[config.mk]
export PLATFORM = sky130hd
export DESIGN_NAME = ctrl
export DESIGN_NICKNAME = d
export VERILOG_FILES = /design/src/rtl/ctrl_pkg.sv /design/src/rtl/ctrl_alu_dec.sv /design/src/rtl/ctrl.sv
export SDC_FILE = /design/constraint.sdc
export NUM_CORES = 1
export LEC_CHECK = 0
export ABC_AREA = 1
export BUFFER_PORTS_ARGS = -buffer_cell sky130_fd_sc_hd__clkbuf_2
export CELL_PAD_IN_SITES_DETAIL_PLACEMENT = 1
export CELL_PAD_IN_SITES_GLOBAL_PLACEMENT = 1
export CORE_MARGIN = 3
export CORE_UTILIZATION = 20
export DETAILED_ROUTE_END_ITERATION = 7
export PLACE_DENSITY = 0.84
export SLEW_MARGIN = 5
export SYNTH_ARGS = -nofsm -noshare
export SYNTH_HDL_FRONTEND = slang
export SYNTH_SLANG_ARGS = --single-unit
[constraint.sdc]
create_clock -name clk -period 1.4 [get_ports clk]
set_clock_uncertainty 0.15 [all_clocks]
set_input_delay 0.14 -clock clk [delete_from_list [all_inputs] [get_ports clk]]
set_output_delay 0.14 -clock clk [all_outputs]
set_load 0.03 [all_outputs]
[src/rtl/ctrl_pkg.sv]
// ctrl_pkg
// Shared encodings for the RV32I decoder/control unit: major opcodes,
// func3/func7 values, immediate formats, ALU operations, write-back
// sources and next-PC selects. The datapath muxes and the ALU import the
// same package so both sides of every select agree on the encoding.
package ctrl_pkg;

    // Major opcodes (instr[6:2])
    localparam logic [4:0] OPC_OP     = 5'b01100;
    localparam logic [4:0] OPC_OP_IMM = 5'b00100;
    localparam logic [4:0] OPC_LOAD   = 5'b00000;
    localparam logic [4:0] OPC_STORE  = 5'b01000;
    localparam logic [4:0] OPC_LUI    = 5'b01101;
    localparam logic [4:0] OPC_AUIPC  = 5'b00101;
    localparam logic [4:0] OPC_JAL    = 5'b11011;
    localparam logic [4:0] OPC_JALR   = 5'b11001;
    localparam logic [4:0] OPC_BRANCH = 5'b11000;

    // func3 values for OP / OP_IMM
    localparam logic [2:0] F3_ADD  = 3'b000;
    localparam logic [2:0] F3_SLL  = 3'b001;
    localparam logic [2:0] F3_SLT  = 3'b010;
    localparam logic [2:0] F3_SLTU = 3'b011;
    localparam logic [2:0] F3_XOR  = 3'b100;
    localparam logic [2:0] F3_SR   = 3'b101;
    localparam logic [2:0] F3_OR   = 3'b110;
    localparam logic [2:0] F3_AND  = 3'b111;

    // func7 value selecting SUB / SRA
    localparam logic [6:0] F7_ALT = 7'b0100000;

    typedef enum logic [2:0] {
        IMM_NONE = 3'd0,
        IMM_U    = 3'd1,
        IMM_B    = 3'd2,
        IMM_S    = 3'd3,
        IMM_I    = 3'd4,
        IMM_J    = 3'd5
    } imm_type_e;

    typedef enum logic [3:0] {
        ALU_ADD    = 4'd0,
        ALU_SUB    = 4'd1,
        ALU_SLL    = 4'd2,
        ALU_SLT    = 4'd3,
        ALU_SLTU   = 4'd4,
        ALU_XOR    = 4'd5,
        ALU_SRL    = 4'd6,
        ALU_SRA    = 4'd7,
        ALU_OR     = 4'd8,
        ALU_AND    = 4'd9,
        ALU_COPY_B = 4'd10
    } alu_op_e;

    typedef enum logic [1:0] {
        RD_IMM  = 2'b00,
        RD_PC4  = 2'b01,
        RD_ALU  = 2'b10,
        RD_LOAD = 2'b11
    } rd_sel_e;

    typedef enum logic [1:0] {
        PC_PLUS4   = 2'b00,
        PC_ALU     = 2'b01,
        PC_ALU_CLR = 2'b10
    } pc_sel_e;

endpackage

[src/rtl/ctrl_alu_dec.sv]
// ctrl_alu_dec
// Purely combinational ALU-operation decoder.
// Ports:
//   opcode  in  5  major opcode (instr[6:2])
//   func3   in  3  instr[14:12]
//   func7   in  7  instr[31:25]
//   alu_op  out 4  ALU operation code (ctrl_pkg::alu_op_e encoding)
module ctrl_alu_dec
    import ctrl_pkg::*;
(
    input  logic [4:0] opcode,
    input  logic [2:0] func3,
    input  logic [6:0] func7,
    output logic [3:0] alu_op
);

    alu_op_e op;
    logic    is_reg;
    logic    alt;

    assign is_reg = (opcode == OPC_OP);
    assign alt    = (func7 == F7_ALT);

    // NOTE: every variable written here gets a default first, so no path
    // leaves it unassigned and no latch is inferred.
    always_comb begin
        op = ALU_ADD;
        if (opcode == OPC_OP || opcode == OPC_OP_IMM) begin
            unique case (func3)
                // Immediate form has no SUB: func7 bits are part of the immediate.
                F3_ADD:  op = (is_reg && alt) ? ALU_SUB : ALU_ADD;
                F3_SLL:  op = ALU_SLL;
                F3_SLT:  op = ALU_SLT;
                F3_SLTU: op = ALU_SLTU;
                F3_XOR:  op = ALU_XOR;
                F3_SR:   op = alt ? ALU_SRA : ALU_SRL;
                F3_OR:   op = ALU_OR;
                F3_AND:  op = ALU_AND;
                default: op = ALU_ADD;
            endcase
        end else if (opcode == OPC_LUI) begin
            op = ALU_COPY_B;
        end
    end

    assign alu_op = op;

endmodule

[src/rtl/ctrl.sv]
// ctrl
// Main decoder and control unit of the single-issue RV32I core. Datapath
// selects are pure functions of opcode/func3/func7. Side-effecting outputs
// (register write, memory access, next-PC redirect) are gated by reset and
// by a one-cycle flush that squashes the instruction after a taken
// control transfer.
// Ports:
//   clk        in  1  core clock, rising edge
//   rst        in  1  synchronous active-high reset
//   opcode     in  5  instr[6:2]
//   func3      in  3  instr[14:12]
//   func7      in  7  instr[31:25]
//   b          in  1  branch comparator result
//   imm_type   out 3  immediate format
//   alu1_sel   out 1  ALU A: 0 rs1, 1 PC
//   alu2_sel   out 1  ALU B: 0 rs2, 1 immediate
//   alu_op     out 4  ALU operation
//   rd_sel     out 2  write-back source
//   rf_we      out 1  register-file write enable
//   mem_we     out 1  data-memory write
//   mem_re     out 1  data-memory read
//   mem_func3  out 3  func3 pass-through for load/store sizing
//   pc_sel     out 2  next-PC select
module ctrl
    import ctrl_pkg::*;
(
    input  logic       clk,
    input  logic       rst,
    input  logic [4:0] opcode,
    input  logic [2:0] func3,
    input  logic [6:0] func7,
    input  logic       b,
    output logic [2:0] imm_type,
    output logic       alu1_sel,
    output logic       alu2_sel,
    output logic [3:0] alu_op,
    output logic [1:0] rd_sel,
    output logic       rf_we,
    output logic       mem_we,
    output logic       mem_re,
    output logic [2:0] mem_func3,
    output logic [1:0] pc_sel
);

    imm_type_e imm_d;
    rd_sel_e   rd_d;
    pc_sel_e   pc_d;
    logic      a1_d;
    logic      a2_d;
    logic      rf_we_d;
    logic      mem_we_d;
    logic      mem_re_d;
    logic      flush;
    logic      squash;

    ctrl_alu_dec u_alu_dec (
        .opcode (opcode),
        .func3  (func3),
        .func7  (func7),
        .alu_op (alu_op)
    );

    // Raw decode: independent of rst and flush.
    always_comb begin
        imm_d    = IMM_NONE;
        rd_d     = RD_ALU;
        pc_d     = PC_PLUS4;
        a1_d     = 1'b0;
        a2_d     = 1'b1;
        rf_we_d  = 1'b0;
        mem_we_d = 1'b0;
        mem_re_d = 1'b0;
        case (opcode)
            OPC_OP: begin
                a2_d    = 1'b0;
                rf_we_d = 1'b1;
            end
            OPC_OP_IMM: begin
                imm_d   = IMM_I;
                rf_we_d = 1'b1;
            end
            OPC_LOAD: begin
                imm_d    = IMM_I;
                rd_d     = RD_LOAD;
                rf_we_d  = 1'b1;
                mem_re_d = 1'b1;
            end
            OPC_STORE: begin
                imm_d    = IMM_S;
                mem_we_d = 1'b1;
            end
            OPC_LUI: begin
                imm_d   = IMM_U;
                rd_d    = RD_IMM;
                rf_we_d = 1'b1;
            end
            OPC_AUIPC: begin
                imm_d   = IMM_U;
                a1_d    = 1'b1;
                rf_we_d = 1'b1;
            end
            OPC_JAL: begin
                imm_d   = IMM_J;
                a1_d    = 1'b1;
                rd_d    = RD_PC4;
                rf_we_d = 1'b1;
                pc_d    = PC_ALU;
            end
            OPC_JALR: begin
                imm_d   = IMM_I;
                rd_d    = RD_PC4;
                rf_we_d = 1'b1;
                pc_d    = PC_ALU_CLR;
            end
            OPC_BRANCH: begin
                imm_d = IMM_B;
                a1_d  = 1'b1;
                pc_d  = b ? PC_ALU : PC_PLUS4;
            end
            default: ;
        endcase
    end

    assign imm_type  = imm_d;
    assign alu1_sel  = a1_d;
    assign alu2_sel  = a2_d;
    assign rd_sel    = rd_d;
    assign mem_func3 = func3;

    // Reset and a pending flush both kill the instruction's side effects.
    assign squash = rst | flush;
    assign rf_we  = rf_we_d  & ~squash;
    assign mem_we = mem_we_d & ~squash;
    assign mem_re = mem_re_d & ~squash;
    assign pc_sel = squash ? 2'(PC_PLUS4) : 2'(pc_d);

    // pc_sel is already gated, so a squashed transfer never re-arms flush.
    // NOTE: sequential state uses non-blocking assignments so every flop
    // samples pre-edge values regardless of process ordering.
    always_ff @(posedge clk) begin
        if (rst) flush <= 1'b0;
        else     flush <= (pc_sel != 2'(PC_PLUS4));
    end

endmodule

==> out/results.ini, run 1 <==
[outcome]
outcome=completed

[finish]
largest_reg_flops=1
fin_area_sq_um=667
antenna_cells=0
layout_commonest_cell=clkbuf_2
layout_common_cells=25 x clkbuf_2, 18 x nand2_1, 16 x nor2_1
largest-register=flush
top_regs=flush: 1 flops
fillers=279
area_delta_synth_final_pct=67.6
nNetsFinal=136
fin_util_pct=37.0
drive_gt1_share_pct=49.1

[worst_setup_path]
crit_start=opcode[3]
cp-start-kind=input pin
cp-end-kind=output pin
setup.worst_path.class=in -> out
r2r_end=flush$_SDFF_PP0_
r2r_slack_ns=0.41
cp_data_required_time_ns=1.11
cp-endpoint=imm_type[0]
crit_fanout=6
arrival_ns=1.04
r2r.worst_path.cells=2
r2r-start=flush$_SDFF_PP0_

[flow_run]
cap_violations=0

[synth]
synth_edf_count=0
avgSynthCellArea_sq_um=4.91
synth_nets=99
synth_seq_area_share_pct=5.03
yosys_warnings=0
synth_ff_type=dfxtp_1
synthArstFlopShare_pct=0
ys_ff_latch=1
yosysUniqueCellTypes=22
syn_area_sq_um=398
postSynthCellCount=81

[die]
die_area_sq_um=2560
initial_core_util_pct=22.1
core-area_sq_um=1800
rows=15
ios=37
die_w_um=50.6
die_y_um=50.6

[grt]
grt_pass1_vias=652
grt_pass1_wl_um=2520
track_usage_pct=11.8
overflow=0
grt_max_degree=8
antenna_found_initial=0

[worst_hold_path]
hp-class=in -> reg

[placement]
dpl_cell_area_sq_um=609
place.gp.congestion=0.802
port_buffers=36
dp_hpwl_um=1400
place_ws_ns=0.00258

[route]
drt_pass1_iterations=3
routed_wl_um=1620
postRouteAntennaNets=0
drt-initial-drc-count=1
wl_per_cell_um=11.5
drc_errors=0
viasPerCell=4.50
vias=634

[pwr]
irDropWorstVdd_mv=0.125
leakagePower_nw=0.392
powerDensity_nw_per_um2=310

[sta]
final_hold_viol_count=0
maxSlewViolCount=0
whs_ns=0.325
worst_slew_pin_slew_ns=0.217
fin_crit_sh_pct=95.2
max_freq_mhz=750
fin_ws_ns=0.0673
rsz0062_at_grt=yes
min_period_ns=1.33
relSlewSlack_pct=85.5
finalSetupViolations=0

[cts]
clk_latency_ns=0
clk_pin_slew_ns=0
ctsHoldBuffers=0

-- final cells by class --
| class | count | area, sq um | share of cell area (%) |
|---|---|---|---|
| multi-input combinational | 62 | 345 | 51.8 |
| sequential | 1 | 20.0 | 3.00 |
| tap | 25 | 31.3 | 4.69 |
| timing repair buffer | 39 | 218 | 32.6 |
| inverter | 14 | 52.6 | 7.88 |
-- how the worst min path moves through the flow --
stage	startpoint	end	cells after the start
after global placement	rst	flush$_SDFF_PP0_	3
after floorplan	opcode[1]	flush$_SDFF_PP0_	2
after CTS	rst	flush$_SDFF_PP0_	3
after detailed placement	rst	flush$_SDFF_PP0_	3
final	rst	flush$_SDFF_PP0_	3
after global routing	rst	flush$_SDFF_PP0_	3
-- worst max-delay path, stage by stage --
cell and delay, ns:
buf_4 0.10, inv_2 0.05, nor2_4 0.21, nand3_4 0.12
and2_4 0.17, nand3_1 0.05, buf_2 0.19
-- timing repair --
item	CTS	global route
setup endpoints to repair	0	11
buffers inserted	0	1
gates resized for setup	0	27
-- cell usage after synthesis (2+ instances only) --
library cell,instances,area share [%]
inv_1,10,9.4
nand3_1,8,10
nor2_1,18,17
inv_2,4,3.8
buf_4,3,5.7
a21oi_1,2,2.5
nand4_1,2,3.1
nand2_1,18,17
nor2_2,3,4.7
-- cell families after synthesis --
family                 count (synthesis)  share of synthesized area (%)
AOI/OAI and AO/OA                      6                           9.12
buffers and inverters                 18                           19.8
DFF                                    1                           5.03
and+or+nand+nor                       56                           66.0
-- per-layer routing --
layer	up-vias	share of wire (%)	GRT usage, %
li1	323	-	-
met3	0	6.7	0.890
met1	283	39	13.2
met2	28	54	24.3
met5	-	0	0
met4	0	0	0.897
-- power by group --
part	internal, W	total (W)	leakage [nW]	switching, W
clock	0	0	0	0
combinational	0.0000610	0.000177	0.384	0.000116
sequential	0.0000298	0.0000299	0.00810	0.000000150
total	0.0000907	0.000207	0.392	0.000116
-- stage by stage --
step	instances	total power (W)	setup TNS, ns
after floorplan	81	0.000133	-0.0921
after global placement	140	0.000187	-0.000682
after detailed placement	140	0.000193	0
after CTS	140	0.000193	0
after global routing	141	0.000223	-0.141
final	141	0.000207	0
Note: power is estimated with default switching activity, not from simulation.
==> run 2: changes to the inputs <==
--- a/constraint.sdc
+++ b/constraint.sdc
@@ -4,2 +4,2 @@
 set_output_delay 0.14 -clock clk [all_outputs]
-set_load 0.03 [all_outputs]
+set_load 0.05 [all_outputs]
==> run 2 against run 1 <==
  * Largest cell class is now buffers
  * Worst setup slack lost 0.055 ns
  * Critical path type unchanged
  * First-iteration DRC count shrank 100%
  * Register-to-register slack lost 0.02 ns
  * Largest power group unchanged
  * Via count grew 3.8%
==> out/results.ini, run 2 (synthesized netlist as in run 1, its figures left out) <==
[sta]
maxSlewViolCount=0  ; unchanged
final_hold_viol_count=0  ; unchanged
fin_crit_sh_pct=99.1  ; +3.9 points
rsz0062_at_grt=yes
finalSetupViolations=0  ; unchanged
whs_ns=0.324  ; -0.00118 ns
fin_ws_ns=0.0121  ; -0.0552 ns
max_freq_mhz=720  ; -4.0%
min_period_ns=1.39  ; +0.0552 ns
worst_slew_pin_slew_ns=0.285  ; +0.0684 ns
relSlewSlack_pct=81.1  ; -4.4 points

[route]
postRouteAntennaNets=0  ; unchanged
vias=658  ; +3.8%
wl_per_cell_um=11.6  ; +0.60%
viasPerCell=4.39  ; -2.4%
routed_wl_um=1740  ; +7.0%
drt_pass1_iterations=1  ; -2
drc_errors=0  ; unchanged
drt-initial-drc-count=0  ; -1

[finish]
antenna_cells=0  ; unchanged
largest-register=flush
layout_common_cells=19 x clkbuf_2, 17 x nand2_1, 15 x nor2_1
layout_commonest_cell=clkbuf_2
area_delta_synth_final_pct=111
largest_reg_flops=1  ; unchanged
nNetsFinal=145  ; +6.6%
fillers=267  ; -4.3%
drive_gt1_share_pct=56.0  ; +6.9 points
top_regs=flush: 1 flops

[cts]
clk_pin_slew_ns=0  ; unchanged
clk_latency_ns=0  ; unchanged
ctsHoldBuffers=0  ; unchanged

[die]
rows=15  ; unchanged
die_y_um=50.6  ; unchanged
die_area_sq_um=2560  ; unchanged
die_w_um=50.6  ; unchanged
initial_core_util_pct=22.1  ; unchanged
core-area_sq_um=1800  ; unchanged
ios=37  ; unchanged

[worst_setup_path]
cp-end-kind=output pin
critPathBufInv=4  ; +1
max_stage_delay_ns=0.22  ; about the same
cp-start-kind=input pin
setup.worst_path.class=in -> out
cp_slowest_cell=nor2_4
cp_data_required_time_ns=1.11  ; about the same
path_cells=clkbuf_2 > nor2_4 > buf_4 > inv_2 > nand2_1 > nand2_1 > nor2_1 > nor2_1 > clkbuf_8
cp_top_family=buffers and inverters
arrival_ns=1.10  ; +0.06 ns
crit_fanout=6  ; unchanged

[grt]
grt_pass1_vias=714  ; +9.5%
grt_pass1_wl_um=2820  ; +12%
track_usage_pct=13.4  ; +1.6 points
overflow=0  ; unchanged
antenna_found_initial=0  ; unchanged
grt_max_degree=8  ; unchanged

[placement]
place_ws_ns=-0.108  ; -0.111 ns
dp_hpwl_um=1530  ; +9.3%
place.gp.congestion=0.780  ; -2.8%
port_buffers=36  ; unchanged

[worst_hold_path]
hp-class=in -> reg

[outcome]
outcome=completed

[flow_run]
cap_violations=0  ; unchanged

[pwr]
power.internal_w=0.000125  ; +38%
power.switching_w=0.000153  ; +32%
power_switching_share_pct=54.9  ; -1.2 points
p_clk_share_pct=0  ; unchanged
irDropWorstVdd_mv=0.127  ; +1.6%
leakagePower_nw=0.461  ; +17%
combPwrFrac_pct=89.2  ; +3.7 points
p_seq_share_pct=10.8  ; -3.7 points
powerDensity_nw_per_um2=331  ; +6.9%

==> run 2: worst min-delay path, cell delays in order <==
cell and delay, ns:
clkbuf_2 0.08, nand4_1 0.11, a31oi_1 0.09
==> run 2: power by group through the flow <==
stage | clock, W | sequential [W] | combinational [W]
finish | 0 | 0.0000300 | 0.000248
global route | 0 | 0.0000300 | 0.000267
CTS | 0 | 0.0000300 | 0.000228
detailed placement | 0 | 0.0000301 | 0.000216
global placement | 0 | 0.0000299 | 0.000210
floorplan | 0 | 0.0000299 | 0.000136
==> run 2: per-stage QoR <==
| step | TNS (ns) | power, W | area (sq um) | cells | util (%) |
|---|---|---|---|---|---|
| final | 0 | 0.000278 | 838 | 150 | 46.5 |
| after global routing | -0.272 | 0.000297 | 838 | 150 | 46.5 |
| after CTS | -0.0190 | 0.000258 | 754 | 148 | 41.9 |
| after detailed placement | -0.521 | 0.000246 | 701 | 147 | 38.9 |
| after global placement | -0.284 | 0.000240 | 701 | 147 | 38.9 |
| after floorplan | -1.17 | 0.000166 | 433 | 81 | - |
==> run 2: path summary, 6_finish.rpt <==
kind              slack [ns]              from  cells past startpoint          endpoint
setup / recovery        0.01         opcode[2]                      9             rf_we
hold / removal          0.32                 b                      3  flush$_SDFF_PP0_
setup reg to reg        0.39  flush$_SDFF_PP0_                      2  flush$_SDFF_PP0_
hold reg to reg         0.42  flush$_SDFF_PP0_                      2  flush$_SDFF_PP0_
==> run 2: cell type report <==
cell class | instances | area (sq um) | share of cell area [%]
timing repair buffer | 48 | 370 | 44.2
tap | 25 | 31.3 | 3.73
multi-input combinational | 62 | 364 | 43.4
inverter | 14 | 52.6 | 6.27
sequential | 1 | 20.0 | 2.39
==> run 2: repair_timing <==
item,CTS,global route
pin swaps,3,7
buffers inserted,1,2
gates resized for setup,13,32
setup endpoints to repair,11,14
==> run 2: per-layer routing <==
layer / part of all wire (%) / vias to the layer above / track usage (%)
met5: 0 / - / 0
met4: 0 / 0 / 0
met3: 9.3 / 0 / 2.97
met2: 53 / 32 / 28.5
met1: 37 / 285 / 13.5
li1: - / 341 / -
==> run 3: changes to the inputs <==
==> constraint.sdc (replaced) <==
create_clock -name clk -period 1.4 [get_ports clk]
set_clock_uncertainty 0.15 [all_clocks]
set_input_delay 0.28 -clock clk [delete_from_list [all_inputs] [get_ports clk]]
set_output_delay 0.28 -clock clk [all_outputs]
set_load 0.05 [all_outputs]
==> run 3 against run 2 <==
  * The run now ends with setup timing left
  * Cell count up 8.7%
  * Register-to-register slack better by 0.04 ns
  * Wire length increased by 120%
  * Combinational power increased by 49%
  * Critical endpoint is now imm_type[2]
  * Largest power group unchanged
  * Highest routed layer is now met4
==> out/results.ini, run 3 (synthesized netlist as in run 1, its figures left out) <==
[outcome]
outcome=finished with violations
violations=setup timing

[grt]
antenna_found_initial=0  ; unchanged
top_usage_layer=met2
grt_pass1_vias=863  ; +21%
met3_usage_pct=1.78  ; -1.2 points
track_usage_pct=22.3  ; +8.9 points
grt_max_degree=8  ; unchanged
overflow=0  ; unchanged
grt_use_met1_pct=22.9  ; +9.4 points
grt_pass1_wl_um=4310  ; +53%
grtUsageMet2_pct=47.4  ; +19 points

[sta]
finalSetupViolations=17  ; +17
finalSetupTns_ns=-4.32  ; -4.32 ns
fin_ws_ns=-0.365  ; -0.377 ns
max_freq_mhz=567  ; -21%
min_period_ns=1.77  ; +0.377 ns
worst_slew_pin_slew_ns=0.294  ; +0.00814 ns
maxSlewViolCount=0  ; unchanged
final_hold_viol_count=0  ; unchanged
rsz0062_at_grt=yes
relSlewSlack_pct=80.3  ; -0.71 points
fin_crit_sh_pct=126  ; +27 points

[placement]
dp_hpwl_um=1570  ; +2.6%
dp_cells=154  ; +4.8%
port_buffers=36  ; unchanged
place.gp.congestion=0.770  ; -1.4%
place_ws_ns=-0.433  ; -0.325 ns

[worst_setup_path]
r2r_end=flush$_SDFF_PP0_
setup.worst_path.class=in -> out
crit_fanout=4  ; -2
cp-start-kind=input pin
arrival_ns=1.34  ; +0.24 ns
r2r-start=flush$_SDFF_PP0_
r2r.worst_path.cells=2  ; unchanged
r2r_slack_ns=0.43  ; +0.04 ns
cp-end-kind=output pin
cp_data_required_time_ns=0.97  ; -0.14 ns

[finish]
drive_gt1_share_pct=79.0  ; +23 points
nNetsFinal=158  ; +9.0%
antenna_cells=0  ; unchanged
largest_reg_flops=1  ; unchanged
layout_commonest_cell=buf_4
area_delta_synth_final_pct=217
fillers=195  ; -27%
largest-register=flush
top_regs=flush: 1 flops
layout_common_cells=20 x buf_4, 15 x clkbuf_2, 14 x nor2_4, 14 x buf_8
fin_cells=163  ; +8.7%

[cts]
clk_latency_ns=0  ; unchanged
clk_pin_slew_ns=0  ; unchanged
ctsHoldBuffers=0  ; unchanged

[die]
core-area_sq_um=1800  ; unchanged
die_y_um=50.6  ; unchanged
initial_core_util_pct=22.1  ; unchanged
die_area_sq_um=2560  ; unchanged
ios=37  ; unchanged
rows=15  ; unchanged
die_w_um=50.6  ; unchanged

[route]
drc_errors=0  ; unchanged
drt_pass1_iterations=4  ; +3
vias=819  ; +24%
drt-initial-drc-count=8  ; +8
wl_per_cell_um=22.9  ; +98%
viasPerCell=5.02  ; +15%
routed_wl_um=3740  ; +120%
postRouteAntennaNets=0  ; unchanged

[pwr]
powerDensity_nw_per_um2=317  ; -4.4%
irDropWorstVdd_mv=0.164  ; +29%
leakagePower_nw=0.610  ; +32%

[worst_hold_path]
min_from=flush$_SDFF_PP0_
hp-class=reg -> reg
hold_depth=2  ; -1
holdPathEnd=flush$_SDFF_PP0_

[flow_run]
cap_violations=0  ; unchanged

==> run 3: timing repair <==
action,in CTS,in global routing
gates resized for setup,47,48
endpoints found under the setup margin,16,17
cloned,0,0
pin swaps,9,11
buffers inserted,3,6
==> run 3: area by class of cell <==
| class | count | area [sq um] | area share, % |
|---|---|---|---|
| Inverter | 14 | 65.1 | 5.16 |
| Sequential cell | 1 | 20.0 | 1.59 |
| Multi-Input combinational cell | 62 | 528 | 41.9 |
| Tap cell | 25 | 31.3 | 2.48 |
| Timing Repair Buffer | 61 | 617 | 48.9 |
==> run 3: metrics by stage <==
stage / instance area [sq um] / utilization [%] / power (W) / hold slack (ns)
floorplan: 529 / - / 0.000187 / 0.364
global route: 1260 / 70.0 / 0.000413 / 0.513
detailed placement: 857 / 47.6 / 0.000281 / 0.485
global placement: 857 / 47.6 / 0.000274 / 0.471
finish: 1260 / 70.0 / 0.000400 / 0.481
CTS: 1090 / 60.5 / 0.000328 / 0.484
==> run 3: routing by layer <==
| metal | routed length [um] | share of wire [%] | up-vias |
|---|---|---|---|
| li1 | - | - | 373 |
| met1 | 1330 | 36 | 389 |
| met4 | 223 | 6.0 | 0 |
| met5 | 0 | 0 | - |
| met3 | 145 | 3.9 | 18 |
| met2 | 2040 | 55 | 39 |
==> run 3: worst max path at each step <==
stage                    from           to  slack [ns]  depth (start not counted)
finish              opcode[1]  imm_type[2]       -0.37                          7
global route        opcode[1]  imm_type[2]       -0.39                          7
CTS                 opcode[0]  imm_type[2]       -0.26                          7
detailed placement  opcode[0]        rf_we       -0.43                          8
global placement    opcode[0]    alu_op[3]       -0.40                          7
floorplan           opcode[1]  imm_type[2]       -0.33                          3
==> run 3: worst max-delay path: stages <==
cell,delay [ns]
buf_8,0.11
nor2_4,0.16
inv_2,0.09
nor2_4,0.16
nand3_4,0.13
o211ai_1,0.18
clkbuf_16,0.23
==> run 3: report_power, final <==
group,internal (W),switching (W),leakage [nW]
Combinational,0.000149,0.000220,0.601
Sequential,0.0000298,0.000000185,0.00810
Clock,0,0,0
